### config.mk
export PLATFORM = sky130hd
export DESIGN_NAME = key_debounce_4_flat
export DESIGN_NICKNAME = d
export VERILOG_FILES = /design/src/rtl/key_debounce_4_if.sv /design/src/rtl/key_debounce_4.sv /design/src/flat_wrapper.sv
export SDC_FILE = /design/constraint.sdc
export NUM_CORES = 1
export LEC_CHECK = 0
export CELL_PAD_IN_SITES_DETAIL_PLACEMENT = 1
export CELL_PAD_IN_SITES_GLOBAL_PLACEMENT = 2
export CORE_MARGIN = 5
export CORE_UTILIZATION = 35
export DETAILED_ROUTE_END_ITERATION = 6
export GPL_ROUTABILITY_DRIVEN = 0
export PLACE_DENSITY_LB_ADDON = 0.08
export SYNTH_ARGS = -nofsm -noshare
export SYNTH_HDL_FRONTEND = slang
export SYNTH_SLANG_ARGS = --single-unit
### constraint.sdc
create_clock -name sys_clk -period 6.7 [get_ports sys_clk]
set_clock_uncertainty 0.05 [all_clocks]
set_input_delay 1.005 -clock sys_clk [delete_from_list [all_inputs] [get_ports sys_clk]]
set_output_delay 1.005 -clock sys_clk [all_outputs]
set_load 0.005 [all_outputs]
### src/rtl/key_debounce_4_if.sv
// Key bundle between the raw key pins and the debounced event outputs.
// The debouncer sits on the slave side; whoever drives the pins uses master.
interface key_debounce_4_if;
    logic [3:0] key;
    logic [3:0] key_value;
    logic [3:0] key_press;
    logic [3:0] key_release;
    logic [3:0] key_long;

    modport master (
        output key,
        input  key_value,
        input  key_press,
        input  key_release,
        input  key_long
    );

    modport slave (
        input  key,
        output key_value,
        output key_press,
        output key_release,
        output key_long
    );
endinterface

### src/rtl/key_debounce_4.sv
// Four-channel push-button front end: two-flop synchroniser, one debounce FSM
// per key, registered level plus press, release and one-shot long-press pulses.
module key_debounce_4 #(
    parameter int DEB_CNT  = 1_000_000,
    parameter int LONG_CNT = 50_000_000
) (
    input  logic            sys_clk,
    input  logic            sys_rst_n,
    key_debounce_4_if.slave bus
);

    localparam int DW = $clog2(DEB_CNT);
    localparam int LW = $clog2(LONG_CNT);
    localparam logic [DW-1:0] DEB_LAST  = DW'(DEB_CNT - 1);
    localparam logic [LW-1:0] LONG_LAST = LW'(LONG_CNT - 1);
    localparam logic [LW-1:0] LONG_SAT  = '1;

    typedef enum logic [1:0] {
        IDLE,
        PRESS_WAIT,
        PRESSED,
        RELEASE_WAIT
    } state_t;

    logic [3:0]    sync_1;
    logic [3:0]    key_s;

    state_t        state_q    [4];
    state_t        state_d    [4];
    logic [DW-1:0] deb_q      [4];
    logic [DW-1:0] deb_d      [4];
    logic [LW-1:0] long_cnt_q [4];
    logic [LW-1:0] long_cnt_d [4];

    logic [3:0]    fired_q,   fired_d;
    logic [3:0]    value_q,   value_d;
    logic [3:0]    press_q,   press_d;
    logic [3:0]    release_q, release_d;
    logic [3:0]    long_q,    long_d;

    // Flops reset to 1 so a key held through reset is seen as a fresh press.
    always_ff @(posedge sys_clk or negedge sys_rst_n) begin
        if (!sys_rst_n) begin
            sync_1 <= 4'hF;
            key_s  <= 4'hF;
        end else begin
            sync_1 <= bus.key;
            key_s  <= sync_1;
        end
    end

    always_ff @(posedge sys_clk or negedge sys_rst_n) begin
        if (!sys_rst_n) begin
            for (int i = 0; i < 4; i++) begin
                state_q[i]    <= IDLE;
                deb_q[i]      <= '0;
                long_cnt_q[i] <= '0;
            end
            fired_q   <= '0;
            value_q   <= '0;
            press_q   <= '0;
            release_q <= '0;
            long_q    <= '0;
        end else begin
            for (int i = 0; i < 4; i++) begin
                state_q[i]    <= state_d[i];
                deb_q[i]      <= deb_d[i];
                long_cnt_q[i] <= long_cnt_d[i];
            end
            fired_q   <= fired_d;
            value_q   <= value_d;
            press_q   <= press_d;
            release_q <= release_d;
            long_q    <= long_d;
        end
    end

    // The long counter only advances in PRESSED, so release bounces freeze it.
    always_comb begin
        fired_d   = fired_q;
        value_d   = value_q;
        press_d   = '0;
        release_d = '0;
        long_d    = '0;
        for (int i = 0; i < 4; i++) begin
            state_d[i]    = state_q[i];
            deb_d[i]      = deb_q[i];
            long_cnt_d[i] = long_cnt_q[i];

            case (state_q[i])
                IDLE: begin
                    if (!key_s[i]) begin
                        state_d[i] = PRESS_WAIT;
                        deb_d[i]   = '0;
                    end
                end
                PRESS_WAIT: begin
                    if (key_s[i]) begin
                        state_d[i] = IDLE;
                    end else if (deb_q[i] == DEB_LAST) begin
                        state_d[i]    = PRESSED;
                        value_d[i]    = 1'b1;
                        press_d[i]    = 1'b1;
                        long_cnt_d[i] = '0;
                        fired_d[i]    = 1'b0;
                    end else begin
                        deb_d[i] = deb_q[i] + 1'b1;
                    end
                end
                PRESSED: begin
                    if (key_s[i]) begin
                        state_d[i] = RELEASE_WAIT;
                        deb_d[i]   = '0;
                    end else if (!fired_q[i] && long_cnt_q[i] == LONG_LAST) begin
                        long_d[i]  = 1'b1;
                        fired_d[i] = 1'b1;
                    end else if (long_cnt_q[i] != LONG_SAT) begin
                        long_cnt_d[i] = long_cnt_q[i] + 1'b1;
                    end
                end
                RELEASE_WAIT: begin
                    if (!key_s[i]) begin
                        state_d[i] = PRESSED;
                    end else if (deb_q[i] == DEB_LAST) begin
                        state_d[i]   = IDLE;
                        value_d[i]   = 1'b0;
                        release_d[i] = 1'b1;
                    end else begin
                        deb_d[i] = deb_q[i] + 1'b1;
                    end
                end
                default: begin
                    state_d[i] = IDLE;
                end
            endcase
        end
    end

    assign bus.key_value   = value_q;
    assign bus.key_press   = press_q;
    assign bus.key_release = release_q;
    assign bus.key_long    = long_q;

endmodule
### src/flat_wrapper.sv
// flat-port wrapper written by rule: the top's interface ports become plain ports
module key_debounce_4_flat 
#(
    parameter int DEB_CNT  = 1_000_000,
    parameter int LONG_CNT = 50_000_000
)
  (sys_clk, sys_rst_n, bus_key, bus_key_value, bus_key_press, bus_key_release, bus_key_long);
  key_debounce_4_if bus_i ();
  input  logic sys_clk;
  input  logic sys_rst_n;
  input wire logic [$bits(bus_i.key)-1:0] bus_key;
  output wire logic [$bits(bus_i.key_value)-1:0] bus_key_value;
  output wire logic [$bits(bus_i.key_press)-1:0] bus_key_press;
  output wire logic [$bits(bus_i.key_release)-1:0] bus_key_release;
  output wire logic [$bits(bus_i.key_long)-1:0] bus_key_long;
  assign bus_i.key = bus_key;
  assign bus_key_value = bus_i.key_value;
  assign bus_key_press = bus_i.key_press;
  assign bus_key_release = bus_i.key_release;
  assign bus_key_long = bus_i.key_long;
  key_debounce_4 #(.DEB_CNT(DEB_CNT), .LONG_CNT(LONG_CNT)) u_core (.sys_clk(sys_clk), .sys_rst_n(sys_rst_n), .bus(bus_i));
endmodule
==> impl_metrics.tcl, run 1 <==
set metrics [dict create \
    grt_pass1_wl_um 60900 \
    fillers 4244 \
    cap_violations 0 \
    clockBufferDepth 3 \
    synth_top_family_by_area "simple AND/OR/NAND/NOR gates" \
    synthAdderAreaFrac_pct 2.34 \
    dp_hpwl_um 23100 \
    core.rowCount 70 \
    synth_compound_area_share_pct 19.0 \
    numCtsBuffers 28 \
    wl_um 35300 \
    min_path_cells 0 \
    synth_cell_type_count 76 \
    drc 0 \
    yosys_warnings 0 \
    synth-edff-count 0 \
    tightest_slew_ns 1.15 \
    grt_max_degree 130 \
    cts_setup_buffers 0 \
    synth-seq-area-share_pct 42.9 \
    required_ns 7.08 \
    cts_max_level 1 \
    initialDrtViolationCount 553 \
    p_leak_uw 0.00572 \
    end_kind "flop" \
    nets 1493 \
    detail_route.wl_per_cell_um 18.1 \
    ir_drop_v 0.000188 \
    syn_inst 1478 \
    fp.dieArea_um2 40600 \
    cp-start-kind "flop" \
    max_freq_mhz 317 \
    area_growth_pct 11.9 \
    firstDrtPassIters 4 \
    synth-simple-area-share_pct 28.2 \
    critPathMaxFanout 20 \
    cts_tree "done" \
    period_share_pct 47.0 \
    status "complete, no violations" \
    async_flop_share_pct 100 \
    critical_path_class "reg2reg" \
    clock_tree.root_cell "clkbuf_16" \
    yosysTopAreaCell "dfrtp_1" \
    maxSlewHeadroom_pct 22.4 \
    syn_area_um2 12800 \
    antenna_cells 0 \
    syn_avg_cell_area_um2 8.69 \
    drive_gt1_share_pct 5.60 \
    yosys-top-cells-area "dfrtp_1, nand2_1, o21ai_0" \
    synth_commonest_cells "dfrtp_1, nand2_1, nor2_1, o21ai_0, nand3_1" \
    io_pins 22 \
    seqCellArea_um2 5520 \
    chipHeight_um 202 \
    slew_viol_final 0 \
    ys_ff_latch 220 \
    powerDensity_nw_per_um2 302 \
    period_needed_ns 3.15 \
    rsz0062_at_grt "no" \
    reg2reg_depth 6 \
    overflow 0 \
    yosysMostFrequentCell "dfrtp_1" \
    syn_nets 1508 \
    start_util_pct 35.2 \
    grt_use_total_pct 17.2 \
    multi_input_area_um2 6860 \
    finalHoldViolCount 0 \
    yosysTopAreaCellShare_pct 41.3 \
    die_w_um 202 \
    grt_pass1_vias 11800 \
    via_per_inst 5.82 \
    post_cts_resize_count 0 \
    numPortBuffers 21 \
    core_um2 36400 \
    vias 11400 \
    clock_sinks 220 \
    synthXorXnorAreaFrac_pct 3.27 \
    antenna_found_initial 0 \
    hp-class "reg2reg" \
    drt.antenna.violating_nets 0 \
    setup_ws_ns 3.55 \
    pre_cts_slack_ns 3.50 \
    clk_pin_slew_ns 0.06 \
    yosys-mux-area-fraction_pct 0.546 \
    worstSkewPairLatency_ns 0.56 \
    final.setup.tns_ns 0 \
    setup_viol 0 \
    crit_arrival_ns 3.53 \
    synth_flop_cell "dfrtp_1" \
    holdBufCountCts 0 \
]
==> report_power, final <==
| group | internal [µW] | leakage (µW) | total, µW | switching (µW) |
|---|---|---|---|---|
| Combinational | 368 | 0.00225 | 1330 | 958 |
| Clock | 946 | 0.000451 | 1530 | 589 |
| Sequential | 1400 | 0.00302 | 1480 | 79.7 |
==> layout by cell type (no fill, tap or decap), types with 15 or more instances in the layout <==
cell type | Yosys | routed
xor2_1 | 21 | 21
inv_1 | 47 | 47
nand4_1 | 68 | 68
and3_1 | 33 | 33
nor3_1 | 33 | 33
nand3_1 | 108 | 108
dfrtp_1 | 212 | 212
clkbuf_16 | 0 | 29
xnor2_1 | 27 | 27
clkdlybuf4s50_1 | 0 | 20
o31ai_1 | 35 | 35
nor4_1 | 23 | 23
or3_1 | 23 | 23
ha_1 | 24 | 24
o21ai_0 | 109 | 109
nand2_1 | 152 | 152
o211ai_1 | 30 | 30
or4_1 | 23 | 23
nor2_1 | 130 | 130
nand2b_1 | 18 | 18
a21oi_1 | 56 | 56
a31oi_1 | 28 | 28
and4_1 | 15 | 15
==> metrics by stage <==
step / area [µm²] / hold WS, ns / cells / util, % / total power [µW]
floorplan: 12800 / 0.295 / 1478 / - / 2430
global placement: 13400 / 0.296 / 1901 / 36.9 / 2840
detailed placement: 13400 / 0.298 / 1901 / 36.9 / 2860
CTS: 14400 / 0.307 / 1950 / 39.5 / 4440
global route: 14400 / 0.311 / 1950 / 39.5 / 4660
finish: 14400 / 0.306 / 1950 / 39.5 / 4340
==> final cells by class <==
cell class / instances / area share, %
multi-input cells: 1134 / 47.7
clock inverters: 7 / 0.783
inverters: 47 / 1.23
flip-flops and latches: 220 / 38.4
repair buffers: 32 / 2.16
well taps: 468 / 4.07
clock buffers: 42 / 5.67
==> registers in the layout, indices dropped and copies added, names as in the netlist, named ones only <==
name	flops
u_core.bus.key_value	4
u_core.deb_q	80
u_core.sync_1	4
u_core.state_q	4
u_core.fired_q	4
u_core.key_s	4
u_core.bus.key_long	4
u_core.long_cnt_q	104
u_core.bus.key_press	4
u_core.bus.key_release	4
==> per-layer routing <==
layer	global-route usage, %	vias up	part of all wire [%]
li1	-	5502	-
met1	24.2	5743	50
met2	28.6	83	47
met3	2.27	30	2.4
met4	3.64	0	1.4
met5	0	-	0
==> worst paths after layout <==
kind	slack [ns]	endpoint	from
setup / recovery	3.55	u_core.long_cnt_q[59]	u_core.deb_q[55]
hold / removal	0.31	u_core.key_s[1]	u_core.sync_1[1]
min in group asynchronous	0.40	u_core.deb_q[71]	sys_rst_n
setup reg to reg	3.55	u_core.long_cnt_q[59]	u_core.deb_q[55]
hold reg to reg	0.31	u_core.key_s[1]	u_core.sync_1[1]
max in group asynchronous	5.00	u_core.bus.key_long[2]	sys_rst_n
==> critical path: stages (launching register included) <==
cell     delay (ns)
dfrtp_1        0.40
or4_1          0.54
or4_4          0.60
o21ai_2        0.18
nor3b_4        0.27
nand2_1        0.53
o41ai_1        0.45
==> logic make-up after synthesis <==
| family | count (synthesis) |
|---|---|
| flops | 220 |
| compound gates | 368 |
| simple gates | 687 |
| mux | 7 |
| xor+xnor | 48 |
| fa+ha+maj | 24 |
| buf+inv | 124 |
Power figures use the tool's default switching activity.
==> run 2: changes to the inputs <==
==> constraint.sdc (replaced) <==
create_clock -name sys_clk -period 3.1 [get_ports sys_clk]
set_clock_uncertainty 0.05 [all_clocks]
set_input_delay 0.465 -clock sys_clk [delete_from_list [all_inputs] [get_ports sys_clk]]
set_output_delay 0.465 -clock sys_clk [all_outputs]
set_load 0.005 [all_outputs]
==> impl_metrics.tcl, run 2 (same netlist as run 1, synthesis figures left out) <==
set metrics [dict create \
    status "complete, no violations" \
    numCtsBuffers 28 \
    max_freq_mhz 351 \
    reg2reg_depth 7 \
    ir_drop_v 0.000420 \
    chipHeight_um 202 \
    period_needed_ns 2.85 \
    final_common_cell "dfrtp_1" \
    nets 1536 \
    r2r-end "u_core.long_cnt_q[84]" \
    cts_tree "done" \
    crit_arrival_ns 3.23 \
    top_regs "u_core.long_cnt_q (104), u_core.deb_q (80)" \
    grt_pass1_vias 12000 \
    slew_viol_final 0 \
    maxSlewHeadroom_pct 38.1 \
    critPathMaxFanout 11 \
    numPortBuffers 21 \
    grt_use_total_pct 17.8 \
    fp.dieArea_um2 40600 \
    end_kind "flop" \
    cp-start-kind "flop" \
    drc 0 \
    drive_gt1_share_pct 8.39 \
    setup_viol 0 \
    dp_hpwl_um 24800 \
    core.rowCount 70 \
    core_um2 36400 \
    grt_max_degree 75 \
    critical_path_class "reg2reg" \
    registers.top_by_ff_count "u_core.long_cnt_q" \
    area_growth_pct 14.8 \
    required_ns 3.48 \
    cap_violations 0 \
    rr_startpoint "u_core.long_cnt_q[78]" \
    final.setup.tns_ns 0 \
    vias 11400 \
    clock_tree.root_cell "clkbuf_16" \
    grt_pass1_wl_um 62800 \
    detail_route.wl_per_cell_um 18.3 \
    largest_reg_flops 104 \
    start_util_pct 35.2 \
    overflow 0 \
    period_share_pct 91.9 \
    p_leak_uw 0.00595 \
    antenna_cells 0 \
    hp-class "in2reg" \
    drt.antenna.violating_nets 0 \
    rsz0062_at_grt "no" \
    clk_pin_slew_ns 0.06 \
    clockBufferDepth 3 \
    worstSkewPairLatency_ns 0.55 \
    powerDensity_nw_per_um2 654 \
    antenna_found_initial 0 \
    io_pins 22 \
    worstSetupEndpoint "u_core.long_cnt_q[84]" \
    via_per_inst 5.74 \
    initialDrtViolationCount 572 \
    tightest_slew_ns 0.929 \
    die_w_um 202 \
    cts_max_level 1 \
    wl_um 36400 \
    cts_setup_buffers 0 \
    r2r_slack_ns 0.25 \
    mostFrequentLayoutCells "dfrtp_1, nand2_1, nor2_1, o21ai_0, nand3_1" \
    firstDrtPassIters 4 \
    clock_sinks 220 \
    power_uw 9640 \
    crit_path_start "u_core.long_cnt_q[78]" \
    finalHoldViolCount 0 \
]
## run 2: worst min-delay path by stage
stage,depth (start not counted),slack [ns],start,end
2_1_floorplan,0,0.12,sys_rst_n,async pin
3_3_place_gp,0,0.30,u_core.sync_1[2],u_core.key_s[2]
3_5_place_dp,0,0.30,u_core.sync_1[2],u_core.key_s[2]
4_1_cts,1,0.23,bus_key[2],u_core.sync_1[2]
5_1_grt,1,0.25,bus_key[2],u_core.sync_1[2]
6_report,1,0.26,bus_key[2],u_core.sync_1[2]
## run 2: layer usage
layer / share of wire (%) / GRT usage [%] / up-vias
li1: - / - / 5571
met1: 49 / 24.9 / 5742
met2: 47 / 30.0 / 94
met3: 2.2 / 2.35 / 37
met4: 1.8 / 3.42 / 0
met5: 0 / 0 / -
## run 2: report_power, final
group          leakage (µW)  total [µW]  internal, µW  switching (µW)
sequential          0.00302        3190          3020             172
clock              0.000466        3320          2050            1270
combinational       0.00247        3130           990            2140
total               0.00595        9640          6060            3590
## run 2: final cells by class
class                   count  area, µm²
fillers                  4240      21700
multi-input cells        1134       6860
flip-flops and latches    220       5520
clock buffers              43        858
repair buffers             75        661
well taps                 468        586
inverters                  47        176
clock inverters             6       80.1
## run 2: stage by stage
step | utilization [%] | cell area (µm²) | hold slack, ns | instances | setup slack, ns
floorplan | - | 12800 | 0.119 | 1478 | 0.540
global placement | 37.8 | 13800 | 0.297 | 1943 | 0.397
detailed placement | 37.8 | 13800 | 0.298 | 1943 | 0.315
CTS | 40.4 | 14700 | 0.232 | 1993 | 0.303
global route | 40.4 | 14700 | 0.250 | 1993 | 0.0315
finish | 40.4 | 14700 | 0.263 | 1993 | 0.253
## run 2: critical path: stages, from the launching register on
cell	delay (ns)
dfrtp_1	0.40
ha_1	0.20
and2_1	0.34
nand4_1	0.27
nor3_1	0.68
nand2b_1	0.44
nor4_1	0.09
a211o_1	0.23
## run 2: repair_timing
action	in CTS	in global routing
resized for setup	0	0
endpoints found under the hold margin	66	0
hold buffers	1	0
==> run 3: changes to the inputs <==
==> constraint.sdc (replaced) <==
create_clock -name sys_clk -period 3.1 [get_ports sys_clk]
set_clock_uncertainty 0.05 [all_clocks]
set_input_delay 0.775 -clock sys_clk [delete_from_list [all_inputs] [get_ports sys_clk]]
set_output_delay 0.775 -clock sys_clk [all_outputs]
set_load 0.005 [all_outputs]
==> impl_metrics.tcl, run 3 (same netlist as run 1, synthesis figures left out) <==
set metrics [dict create \
    status "complete, no violations" \
    die_w_um 202 \
    cp_num_buf_inv 0 \
    numPortBuffers 21 \
    detail_route.wl_per_cell_um 18.3 \
    worstSkewPairLatency_ns 0.57 \
    drt.antenna.violating_nets 0 \
    drive_gt1_share_pct 7.97 \
    core_um2 36400 \
    fillers 4237 \
    ir_drop_v 0.000412 \
    rr_startpoint "u_core.deb_q[11]" \
    finalHoldViolCount 0 \
    final_core_util_pct 40.4 \
    area_growth_pct 14.6 \
    wl_um 36300 \
    cts_tree "done" \
    end_kind "flop" \
    period_needed_ns 2.83 \
    path_delay_family "simple AND/OR/NAND/NOR gates" \
    period_share_pct 91.2 \
    multi_input_area_um2 6860 \
    antenna_found_initial 0 \
    critical_path_class "reg2reg" \
    cts_setup_buffers 0 \
    cap_violations 0 \
    core.rowCount 70 \
    final.setup.tns_ns 0 \
    start_util_pct 35.2 \
    fp.dieArea_um2 40600 \
    hp-class "in2async" \
    overflow 0 \
    grt_pass1_wl_um 62900 \
    clockBufferDepth 3 \
    antenna_cells 0 \
    crit_path_max_incr_delay_ns 0.56 \
    reg2reg_depth 6 \
    p_leak_uw 0.00593 \
    maxSlewHeadroom_pct 41.2 \
    dp_hpwl_um 24500 \
    crit_path_cell_trace "or4b_4 > nor4_4 > a21boi_1 > a211o_1 > or2_2 > o31ai_1" \
    drc 0 \
    tightest_slew_ns 0.879 \
    grt_max_degree 63 \
    chipHeight_um 202 \
    crit_path_top_delay_cell "or4b_4" \
    setup_ws_ns 0.274 \
    holdBufCountCts 0 \
    top_regs "u_core.long_cnt_q (104), u_core.deb_q (80)" \
    io_pins 22 \
    powerDensity_nw_per_um2 658 \
    required_ns 3.53 \
    clock_sinks 220 \
    grt_pass1_vias 12100 \
    registers.top_by_ff_count "u_core.long_cnt_q" \
    critPathMaxFanout 15 \
    final_common_cell "dfrtp_1" \
    max_freq_mhz 354 \
    slew_viol_final 0 \
    cts_max_level 1 \
    grt_use_total_pct 17.8 \
    r2r-end "u_core.long_cnt_q[14]" \
    nets 1527 \
    mostFrequentLayoutCells "dfrtp_1, nand2_1, nor2_1, o21ai_0, nand3_1" \
    firstDrtPassIters 5 \
    post_cts_resize_count 0 \
    pre_cts_slack_ns 0.295 \
    numCtsBuffers 29 \
    via_per_inst 5.81 \
    setup_viol 0 \
    power_uw 9680 \
    crit_arrival_ns 3.25 \
    rsz0062_at_grt "no" \
    r2r_slack_ns 0.27 \
    vias 11500 \
    clk_pin_slew_ns 0.06 \
    seqCellArea_um2 5520 \
    largest_reg_flops 104 \
    cp-start-kind "flop" \
    clock_tree.root_cell "clkbuf_16" \
    initialDrtViolationCount 480 \
]
==> run 3: changes by cell type in the layout (fill, tap and decap cells not counted), sizes merged <==
cell	delta
buf	-9
clkbuf	+3
dlygate4sd3	-1
inv	+1
==> run 3: worst max path at each step <==
stage | depth (start not counted) | startpoint | end | slack [ns]
5_1_grt | 6 | u_core.deb_q[11] | u_core.long_cnt_q[16] | 0.10
3_5_place_dp | 6 | u_core.deb_q[11] | u_core.long_cnt_q[14] | 0.29
4_1_cts | 6 | u_core.deb_q[11] | u_core.long_cnt_q[16] | 0.30
3_3_place_gp | 6 | u_core.deb_q[11] | u_core.long_cnt_q[16] | 0.33
2_1_floorplan | 9 | u_core.long_cnt_q[78] | u_core.long_cnt_q[89] | 0.54
6_report | 6 | u_core.deb_q[11] | u_core.long_cnt_q[14] | 0.27
==> run 3: per-layer routing <==
| layer | vias to the layer above | share of wire [%] | track usage (%) | routed length (µm) |
|---|---|---|---|---|
| li1 | 5564 | - | - | - |
| met1 | 5854 | 48 | 24.6 | 17600 |
| met2 | 99 | 48 | 30.4 | 17400 |
| met3 | 28 | 2.7 | 2.37 | 998 |
| met4 | 0 | 1.1 | 3.20 | 386 |
| met5 | - | 0 | 0 | 0 |
==> run 3: area by class of cell <==
type / count / share of cell area [%]
clock buffer: 46 / 5.98
timing repair buffer: 65 / 4.13
multi-input combinational: 1134 / 46.6
inverter: 47 / 1.20
sequential: 220 / 37.5
tap: 468 / 3.98
clock inverter: 7 / 0.604
==> run 3: worst register-to-register path: cells and delay by family (launching register included) <==
family / cells / cell delay, ns
DFF: 1 / 0.42
and+or+nand+nor: 3 / 1.38
AOI/OAI and AO/OA: 3 / 0.88
==> run 3: report_power, final <==
part           total (µW)  switching, µW  internal, µW
Clock                3390           1300          2090
Sequential           3190            171          3020
Combinational        3100           2140           956
==> run 3: stage by stage <==
stage,hold slack (ns),cells,instance area (µm²)
after floorplan,0.295,1478,12800
after CTS,0.114,1987,14700
final,0.0794,1987,14700
after detailed placement,0.298,1934,13700
after global routing,0.132,1987,14700
after global placement,0.296,1934,13700
